[src/rtl/riscv_pkg.sv]
// riscv_pkg: shared fetch-stage types and constants
package riscv_pkg;

    localparam logic [31:0] RESET_PC_DEFAULT = 32'h0000_0000;
    localparam int OPCODE_LSB = 0;
    localparam int OPCODE_W   = 7;

    typedef struct packed {
        logic [31:0] instr;
        logic [31:0] pc;
    } fetch_entry_t;

endpackage

[src/rtl/fetch_fifo.sv]
// fetch_fifo: small synchronous FIFO of fetch entries with flush
module fetch_fifo
    import riscv_pkg::*;
#(
    parameter int DEPTH = 2,
    localparam int AW = $clog2(DEPTH),
    localparam int CW = AW + 1
) (
    input  logic         clk,
    input  logic         rst,
    input  logic         flush,
    input  logic         push,
    input  fetch_entry_t wdata,
    input  logic         pop,
    output fetch_entry_t head,
    output logic [CW-1:0] count
);

    fetch_entry_t mem [DEPTH];
    logic [AW-1:0] wr_ptr;
    logic [AW-1:0] rd_ptr;
    logic do_push;
    logic do_pop;

    assign do_pop  = pop && count != '0;
    assign do_push = push && (count != CW'(DEPTH) || do_pop);
    assign head    = mem[rd_ptr];

    // pointer and occupancy tracking; pointers wrap naturally since DEPTH is a power of 2
    always_ff @(posedge clk) begin
        if (rst || flush) begin
            wr_ptr <= '0;
            rd_ptr <= '0;
            count  <= '0;
        end else begin
            if (do_push) wr_ptr <= wr_ptr + 1'b1;
            if (do_pop) rd_ptr <= rd_ptr + 1'b1;
            count <= count + CW'(do_push) - CW'(do_pop);
        end
    end

    // storage needs no reset; only slots below count are ever observed
    always_ff @(posedge clk) begin
        if (do_push) mem[wr_ptr] <= wdata;
    end

endmodule

[src/rtl/fetch_unit.sv]
// fetch_unit: PC, in-order imem requests, response buffering and decode handshake
module fetch_unit
    import riscv_pkg::*;
#(
    parameter logic [31:0] RESET_PC   = RESET_PC_DEFAULT,
    parameter int          FIFO_DEPTH = 2
) (
    input  logic        clk,
    input  logic        rst,
    output logic        imem_req_valid,
    input  logic        imem_req_ready,
    output logic [31:0] imem_req_addr,
    input  logic        imem_rsp_valid,
    input  logic [31:0] imem_rsp_data,
    input  logic        redirect_valid,
    input  logic [31:0] redirect_pc,
    output logic        id_valid,
    input  logic        id_ready,
    output logic [31:0] id_instr,
    output logic [31:0] id_pc,
    output logic [6:0]  id_opcode
);

    localparam int CW = $clog2(FIFO_DEPTH) + 1;
    localparam int SW = CW + 2;

    logic [31:0]   pc;
    logic [CW-1:0] live_cnt;
    logic [CW-1:0] drop_cnt;
    logic [CW-1:0] fifo_cnt;
    logic [CW-1:0] tag_cnt;
    logic          req_fire;
    logic          rsp_drop;
    logic          rsp_live;
    logic          buf_push;
    logic          buf_pop;
    fetch_entry_t  buf_wdata;
    fetch_entry_t  buf_head;
    fetch_entry_t  tag_wdata;
    fetch_entry_t  tag_head;
    logic          unused_bits;

    // a response retires a stale request first; only then does it belong to a live one
    assign rsp_drop = imem_rsp_valid && drop_cnt != '0;
    assign rsp_live = imem_rsp_valid && drop_cnt == '0 && live_cnt != '0;

    // buffered + live + stale never exceeds the buffer size, so a push never meets a full FIFO
    assign imem_req_valid = !rst && !redirect_valid &&
                            (SW'(fifo_cnt) + SW'(live_cnt) + SW'(drop_cnt) < SW'(FIFO_DEPTH));
    assign imem_req_addr  = pc;
    assign req_fire       = imem_req_valid && imem_req_ready;

    assign buf_push  = rsp_live && !redirect_valid;
    assign buf_pop   = id_valid && id_ready && !redirect_valid;
    assign buf_wdata = '{instr: imem_rsp_data, pc: tag_head.pc};
    assign tag_wdata = '{instr: '0, pc: pc};

    assign id_valid  = !rst && fifo_cnt != '0;
    assign id_instr  = id_valid ? buf_head.instr : '0;
    assign id_pc     = id_valid ? buf_head.pc : '0;
    assign id_opcode = id_instr[OPCODE_LSB +: OPCODE_W];

    assign unused_bits = ^{redirect_pc[1:0], tag_head.instr, tag_cnt};

    fetch_fifo #(.DEPTH(FIFO_DEPTH)) u_ibuf (
        .clk   (clk),
        .rst   (rst),
        .flush (redirect_valid),
        .push  (buf_push),
        .wdata (buf_wdata),
        .pop   (buf_pop),
        .head  (buf_head),
        .count (fifo_cnt)
    );

    fetch_fifo #(.DEPTH(FIFO_DEPTH)) u_tagq (
        .clk   (clk),
        .rst   (rst),
        .flush (redirect_valid),
        .push  (req_fire),
        .wdata (tag_wdata),
        .pop   (buf_push),
        .head  (tag_head),
        .count (tag_cnt)
    );

    // pc advance and in-flight accounting; a redirect turns every live request into a drop
    always_ff @(posedge clk) begin
        if (rst) begin
            pc       <= RESET_PC;
            live_cnt <= '0;
            drop_cnt <= '0;
        end else if (redirect_valid) begin
            pc       <= {redirect_pc[31:2], 2'b00};
            live_cnt <= '0;
            drop_cnt <= drop_cnt + live_cnt - CW'(rsp_drop || rsp_live);
        end else begin
            pc       <= req_fire ? pc + 32'd4 : pc;
            live_cnt <= live_cnt + CW'(req_fire) - CW'(rsp_live);
            drop_cnt <= drop_cnt - CW'(rsp_drop);
        end
    end

endmodule

[config.mk]
export PLATFORM = sky130hd
export DESIGN_NAME = fetch_unit
export DESIGN_NICKNAME = d
export VERILOG_FILES = /design/src/rtl/riscv_pkg.sv /design/src/rtl/fetch_fifo.sv /design/src/rtl/fetch_unit.sv
export SDC_FILE = /design/constraint.sdc
export NUM_CORES = 1
export LEC_CHECK = 0
export ABC_AREA = 1
export ABC_CLOCK_PERIOD_IN_PS = 5650
export CAP_MARGIN = 5
export CORE_MARGIN = 2
export CORE_UTILIZATION = 30
export CTS_CLUSTER_SIZE = 12
export DETAILED_ROUTE_END_ITERATION = 6
export SLEW_MARGIN = 20
export SYNTH_ARGS = -nofsm -noshare
export SYNTH_HDL_FRONTEND = slang
export SYNTH_HIERARCHICAL = 1
export SYNTH_SLANG_ARGS = --single-unit
[constraint.sdc]
create_clock -name clk -period 5.65 [get_ports clk]
set_input_delay 0.8475 -clock clk [delete_from_list [all_inputs] [get_ports clk]]
set_output_delay 0.8475 -clock clk [all_outputs]
set_load 0.02 [all_outputs]
==> metrics.md, run 1 <==
| Metric | Value |
|---|---|
| Outcome | `complete, no violations` |
| Wire per inst | `15.5 um` |
| Final GP Congestion | `0.780` |
| Vias in the first global route | `6,811` |
| Post-CTS Setup Bufs | `0` |
| Fill count | `3,554` |
| CP endpoint | `id_instr[5]` |
| Yosys warnings | `6` |
| Rows | `70` |
| Flop-to-flop setup slack | `2360 ps` |
| Leakage | `5.28 nW` |
| Worst hold path type | `reg -> reg` |
| Fin Clk Skew | `9.35 ps` |
| Worst R2R End | `u_tagq/count[1]$_SDFF_PP0_` |
| CTS clk-pin slew, worst paths | `60 ps` |
| RSZ-0062 raised after global routing | `no` |
| Clock buffer depth | `3` |
| Routed Antenna Nets | `0` |
| Total core area | `36,400 um^2` |
| First-pass GRT wire length | `38.4 mm` |
| CTS tree | `yes` |
| Starting density of the core | `0.304` |
| Die Span X | `196 um` |
| Fin nets | `1,202` |
| Min cycle time layout | `3920 ps` |
| Maximum VDD drop | `154 uV` |
| Max-slew violation count | `0` |
| Via Count | `6,960` |
| CP endpoint kind | `primary output` |
| Max-Cap Viols | `0` |
| Hpwl dp | `16.8 mm` |
| Worst slew pin tran | `960 ps` |
| Placed cell areas | `13,100 um^2` |
| Slew HR | `0.360` |
| GRT overflow | `0` |
| All-layer global routing usage | `0.128` |
| Vias per cell | `4.34` |
| Final setup vio count | `0` |
| Post-Syn Area | `11,100 um^2` |
| Worst EP arrival | `3070 ps` |
| DRC viols | `0` |
| Setup TNS | `0 ps` |
| N_diodes | `0` |
| TritonCTS Buffers | `26` |
| Pre-antenna DRT Iters | `5` |
| Final Hold Violating Endpoints | `0` |
| # IOs | `175` |
| Critical Path RT | `4800 ps` |
| Clk root buf | `clkbuf_16` |
| Worst R2R Path Depth | `15` |
| # H-tree levels | `1` |
| Largest net degree at the start of global routing | `65` |
| Crit path kind | `reg -> out` |
| Share of layout cells above drive strength 1 | `0.153` |
| Die Span Y | `196 um` |
| Port Buffers | `170` |
| Synth-to-Final Area Change | `25.8%` |
| Post-CTS Resized | `0` |
| Final period util | `0.693` |
| Total power | `3.81 mW` |
| Worst hold slack | `504 ps` |
| Avg Synthesized Cell Area | `11.8 um^2` |
| Clock Latency Late Sink | `530 ps` |
| Clock sinks | `236` |
| Die area | `38,400 um^2` |
| Initial antenna violation count | `0` |
| CP max FO | `47` |
| Startpoint type of the worst setup path | `flip-flop` |
| Fin area | `13,900 um^2` |
| 1st-iter DRT viols | `372` |
| PD cells | `274 nW/um^2` |
| CTS Hold Buffers Added | `0` |
| Reg2reg start | `u_ibuf/count[1]$_SDFF_PP0_` |
| Finished Core Util | `0.382` |
| FMAX | `0.255 GHz` |
| Routed WL | `24.9 mm` |
| Mapped Cells | `941` |
==> report_power, final <==
group / total [mW] / switching (mW) / leakage, nW / internal [mW]
clock: 1.62 / 0.666 / 0.391 / 0.952
sequential: 1.95 / 0.0379 / 2.11 / 1.91
combinational: 0.245 / 0.126 / 2.79 / 0.119
total: 3.81 / 0.830 / 5.28 / 2.98
==> critical path, cell delays in order (launching register included) <==
cell             delay [ps]
dfxtp_4                 970
buf_4                   500
mux2_4                  220
inv_1                    40
nor2_1                  150
clkdlybuf4s50_1         630
==> flip-flops by register name (all words and copies together) (netlist names), named ones only <==
signal         count
u_tagq/mem        64
u_ibuf/count       2
imem_req_addr     30
live_cnt           2
u_tagq/wr_ptr      1
u_ibuf/mem       128
u_ibuf/rd_ptr      1
u_tagq/rd_ptr      1
u_ibuf/wr_ptr      1
u_tagq/count       2
drop_cnt           2
==> worst min path at each step <==
stage,cells past startpoint,end,startpoint
floorplan,2,flip-flop,u_tagq/rd_ptr$_SDFFE_PP0N_
global placement,2,u_ibuf/rd_ptr$_SDFFE_PP0N_,u_ibuf/rd_ptr$_SDFFE_PP0N_
detailed placement,2,flip-flop,u_tagq/rd_ptr$_SDFFE_PP0N_
CTS,2,flip-flop,u_tagq/rd_ptr$_SDFFE_PP0N_
global route,2,u_ibuf/rd_ptr$_SDFFE_PP0N_,u_ibuf/rd_ptr$_SDFFE_PP0N_
finish,2,flip-flop,u_tagq/rd_ptr$_SDFFE_PP0N_
==> metrics by stage <==
step	setup slack (ps)	std cells
3_5_place_dp	1720	1557
2_1_floorplan	532	946
5_1_grt	1550	1604
3_3_place_gp	1740	1557
4_1_cts	1650	1603
6_report	1730	1604
==> routing by layer <==
| layer | track usage | part of all wire |
|---|---|---|
| met1 | 0.160 | 0.43 |
| met4 | 0.0432 | 0.024 |
| met3 | 0.0246 | 0.057 |
| met5 | 0 | 0 |
| met2 | 0.222 | 0.49 |
==> layout by cell type, fill, tap and decap left out, types with 4 or more instances in the layout <==
cell,count
clkdlybuf4s50_1,170
dfxtp_1,42
nand3_2,4
mux2_2,4
ha_1,13
inv_1,148
nand2_1,131
a21oi_1,25
nor2_2,6
nor2_1,122
o21ai_0,27
buf_4,11
nor2_4,6
clkinv_1,5
conb_1,6
mux2_4,92
clkbuf_16,27
nand3_1,46
nand2_2,4
clkbuf_1,6
edfxtp_1,192
a31oi_1,7
xnor2_1,4
==> final cells by class <==
| cell class | instances | area, um^2 | share of cell area |
|---|---|---|---|
| timing repair buffer | 182 | 1800 | 0.130 |
| sequential | 236 | 6650 | 0.478 |
| multi-input combinational | 521 | 3510 | 0.252 |
| clock inverter | 10 | 73.8 | 0.00530 |
| clock buffer | 36 | 739 | 0.0531 |
| inverter | 151 | 568 | 0.0408 |
| tap | 468 | 586 | 0.0420 |
Power figures use the tool's default switching activity.
==> inputs of run 2 (changes only) <==
Settings changed: ABC_CLOCK_PERIOD_IN_PS 5650 to 3200.
Clock period 5.65 ns to 3.2 ns, I/O delays scaled along.
==> metrics.md, run 2 (synthesis gave the netlist of run 1 again) <==
| Metric | Value |
|---|---|
| Worst hold slack | `506 ps` |
| Worst R2R End | `u_tagq/count[1]$_SDFF_PP0_` |
| Port Buffers | `170` |
| CP bufs+invs | `5` |
| All-layer global routing usage | `0.125` |
| Vias in the first global route | `6,843` |
| Starting density of the core | `0.304` |
| Worst setup margin | `233 ps` |
| RSZ-0062 raised after global routing | `no` |
| Routed Antenna Nets | `0` |
| Worst hold path type | `reg -> reg` |
| Final GP Congestion | `0.782` |
| Total core area | `36,400 um^2` |
| Most frequent cell on the critical path | `inv_1` |
| Critical Path RT | `2720 ps` |
| Share of layout cells above drive strength 1 | `0.167` |
| Leakage | `5.40 nW` |
| Setup TNS | `0 ps` |
| Fin area | `14,200 um^2` |
| Fin nets | `1,214` |
| Synth-to-Final Area Change | `28.2%` |
| Fill count | `3,493` |
| Total stage count of the critical path | `8` |
| Clock buffer depth | `3` |
| Clock sinks | `236` |
| Final period util | `0.927` |
| Pre-CTS setup slack | `340 ps` |
| Slew HR | `0.581` |
| Critical path's slowest cell | `fa_1` |
| Pre-antenna DRT Iters | `5` |
| Max reg flops | `128` |
| Die Span X | `196 um` |
| Critical Path, Cell by Cell | `inv_1 -> fa_1 -> inv_1 -> ha_1 -> inv_1 -> nand3_1 -> inv_1 -> dlygate4sd2_1` |
| Outcome | `complete, no violations` |
| Worst path max stage delay | `480 ps` |
| Flop-to-flop setup slack | `370 ps` |
| Crit path max-delay family | `adder cells` |
| Rows | `70` |
| Min cycle time layout | `2970 ps` |
| Placed cell areas | `13,300 um^2` |
| Fin Clk Skew | `13.2 ps` |
| CTS tree | `yes` |
| Vias per cell | `4.31` |
| Routed WL | `24.4 mm` |
| Worst EP arrival | `2490 ps` |
| Die area | `38,400 um^2` |
| FMAX | `0.337 GHz` |
| # IOs | `175` |
| Initial antenna violation count | `0` |
| Hpwl dp | `17.3 mm` |
| GRT overflow | `0` |
| Startpoint type of the worst setup path | `flip-flop` |
| Worst R2R Path Depth | `15` |
| Maximum VDD drop | `303 uV` |
| CP max FO | `5` |
| DRC viols | `0` |
| Max-Cap Viols | `0` |
| Crit path kind | `reg -> out` |
| Finished Core Util | `0.389` |
| Wire per inst | `15.1 um` |
| Clk root buf | `clkbuf_16` |
| CTS clk-pin slew, worst paths | `60 ps` |
| # H-tree levels | `1` |
| TritonCTS Buffers | `27` |
| Final setup vio count | `0` |
| 1st-iter DRT viols | `304` |
| Clock Latency Late Sink | `530 ps` |
| Post-CTS Setup Bufs | `0` |
| Die Span Y | `196 um` |
| PD cells | `493 nW/um^2` |
| Worst slew pin tran | `628 ps` |
| Final Hold Violating Endpoints | `0` |
| Commonest non-fill, non-tap cell in the layout | `edfxtp_1` |
| Largest net degree at the start of global routing | `43` |
| Via Count | `6,972` |
| Reg with most FFs | `u_ibuf/mem` |
| CP endpoint kind | `primary output` |
| Crit path launch | `u_ibuf/count[1]$_SDFF_PP0_` |
| N_diodes | `0` |
| Max-slew violation count | `0` |
| Reg2reg start | `u_ibuf/count[1]$_SDFF_PP0_` |
| Most frequent cells in the layout | `edfxtp_1 (192), clkdlybuf4s50_1 (169), inv_1 (148), nand2_1 (131), nor2_1 (121)` |
| CP endpoint | `imem_req_valid` |
| First-pass GRT wire length | `37.7 mm` |
## run 2: cell types whose count changed in the layout (fill, tap and decap cells not counted), moves of 2 or more
cell	delta
bufinv_16	+3
clkbuf_1	-2
buf_12	+6
buf_4	+5
clkinv_1	-3
clkinv_2	+3
## run 2: what timing repair did
item,CTS,global route
hold endpoints to repair,0,0
cloned,0,0
hold buffers,0,0
resized for setup,1,1
endpoints found under the setup margin,1,1
## run 2: cell type report
class / count / area [um^2] / share of cell area
repair buffers: 193 / 1960 / 0.138
multi-input cells: 521 / 3510 / 0.247
flip-flops and latches: 236 / 6650 / 0.469
clock buffers: 35 / 746 / 0.0526
well taps: 468 / 586 / 0.0413
clock inverters: 12 / 160 / 0.0113
inverters: 151 / 572 / 0.0403
## run 2: layer usage
metal / track usage / vias to the layer above / part of all wire
met1: 0.155 / 3264 / 0.44
met5: 0 / - / 0
met4: 0.0390 / 0 / 0.025
met3: 0.0303 / 37 / 0.064
met2: 0.216 / 181 / 0.47
li1: - / 3490 / -
## run 2: worst min-delay path by stage
stage | startpoint | end | slack (ps) | depth (start not counted)
5_1_grt | imem_rsp_data[15] | u_ibuf/mem[0][47]$_DFFE_PP_ | 510 | 1
3_5_place_dp | u_tagq/rd_ptr$_SDFFE_PP0N_ | flip-flop | 490 | 2
3_3_place_gp | u_tagq/rd_ptr$_SDFFE_PP0N_ | u_tagq/rd_ptr$_SDFFE_PP0N_ | 480 | 2
6_report | u_tagq/rd_ptr$_SDFFE_PP0N_ | flip-flop | 510 | 2
2_1_floorplan | u_tagq/rd_ptr$_SDFFE_PP0N_ | flip-flop | 460 | 2
4_1_cts | imem_rsp_data[9] | u_ibuf/mem[0][41]$_DFFE_PP_ | 500 | 1
## run 2: power breakdown
group | switching, mW | internal (mW)
clock network | 1.17 | 1.95
logic | 0.224 | 0.216
registers | 0.0630 | 3.37
## run 2: worst min-delay path, delay by kind of cell (launching register included)
family           cells  cell delay, ps
and+or+nand+nor      2             140
DFF                  1             330
## run 2: per-stage QoR
| stage | instances | power, mW |
|---|---|---|
| 2_1_floorplan | 946 | 3.71 |
| 3_3_place_gp | 1569 | 3.94 |
| 3_5_place_dp | 1569 | 3.95 |
| 4_1_cts | 1616 | 7.11 |
| 5_1_grt | 1616 | 7.28 |
| 6_report | 1616 | 6.99 |
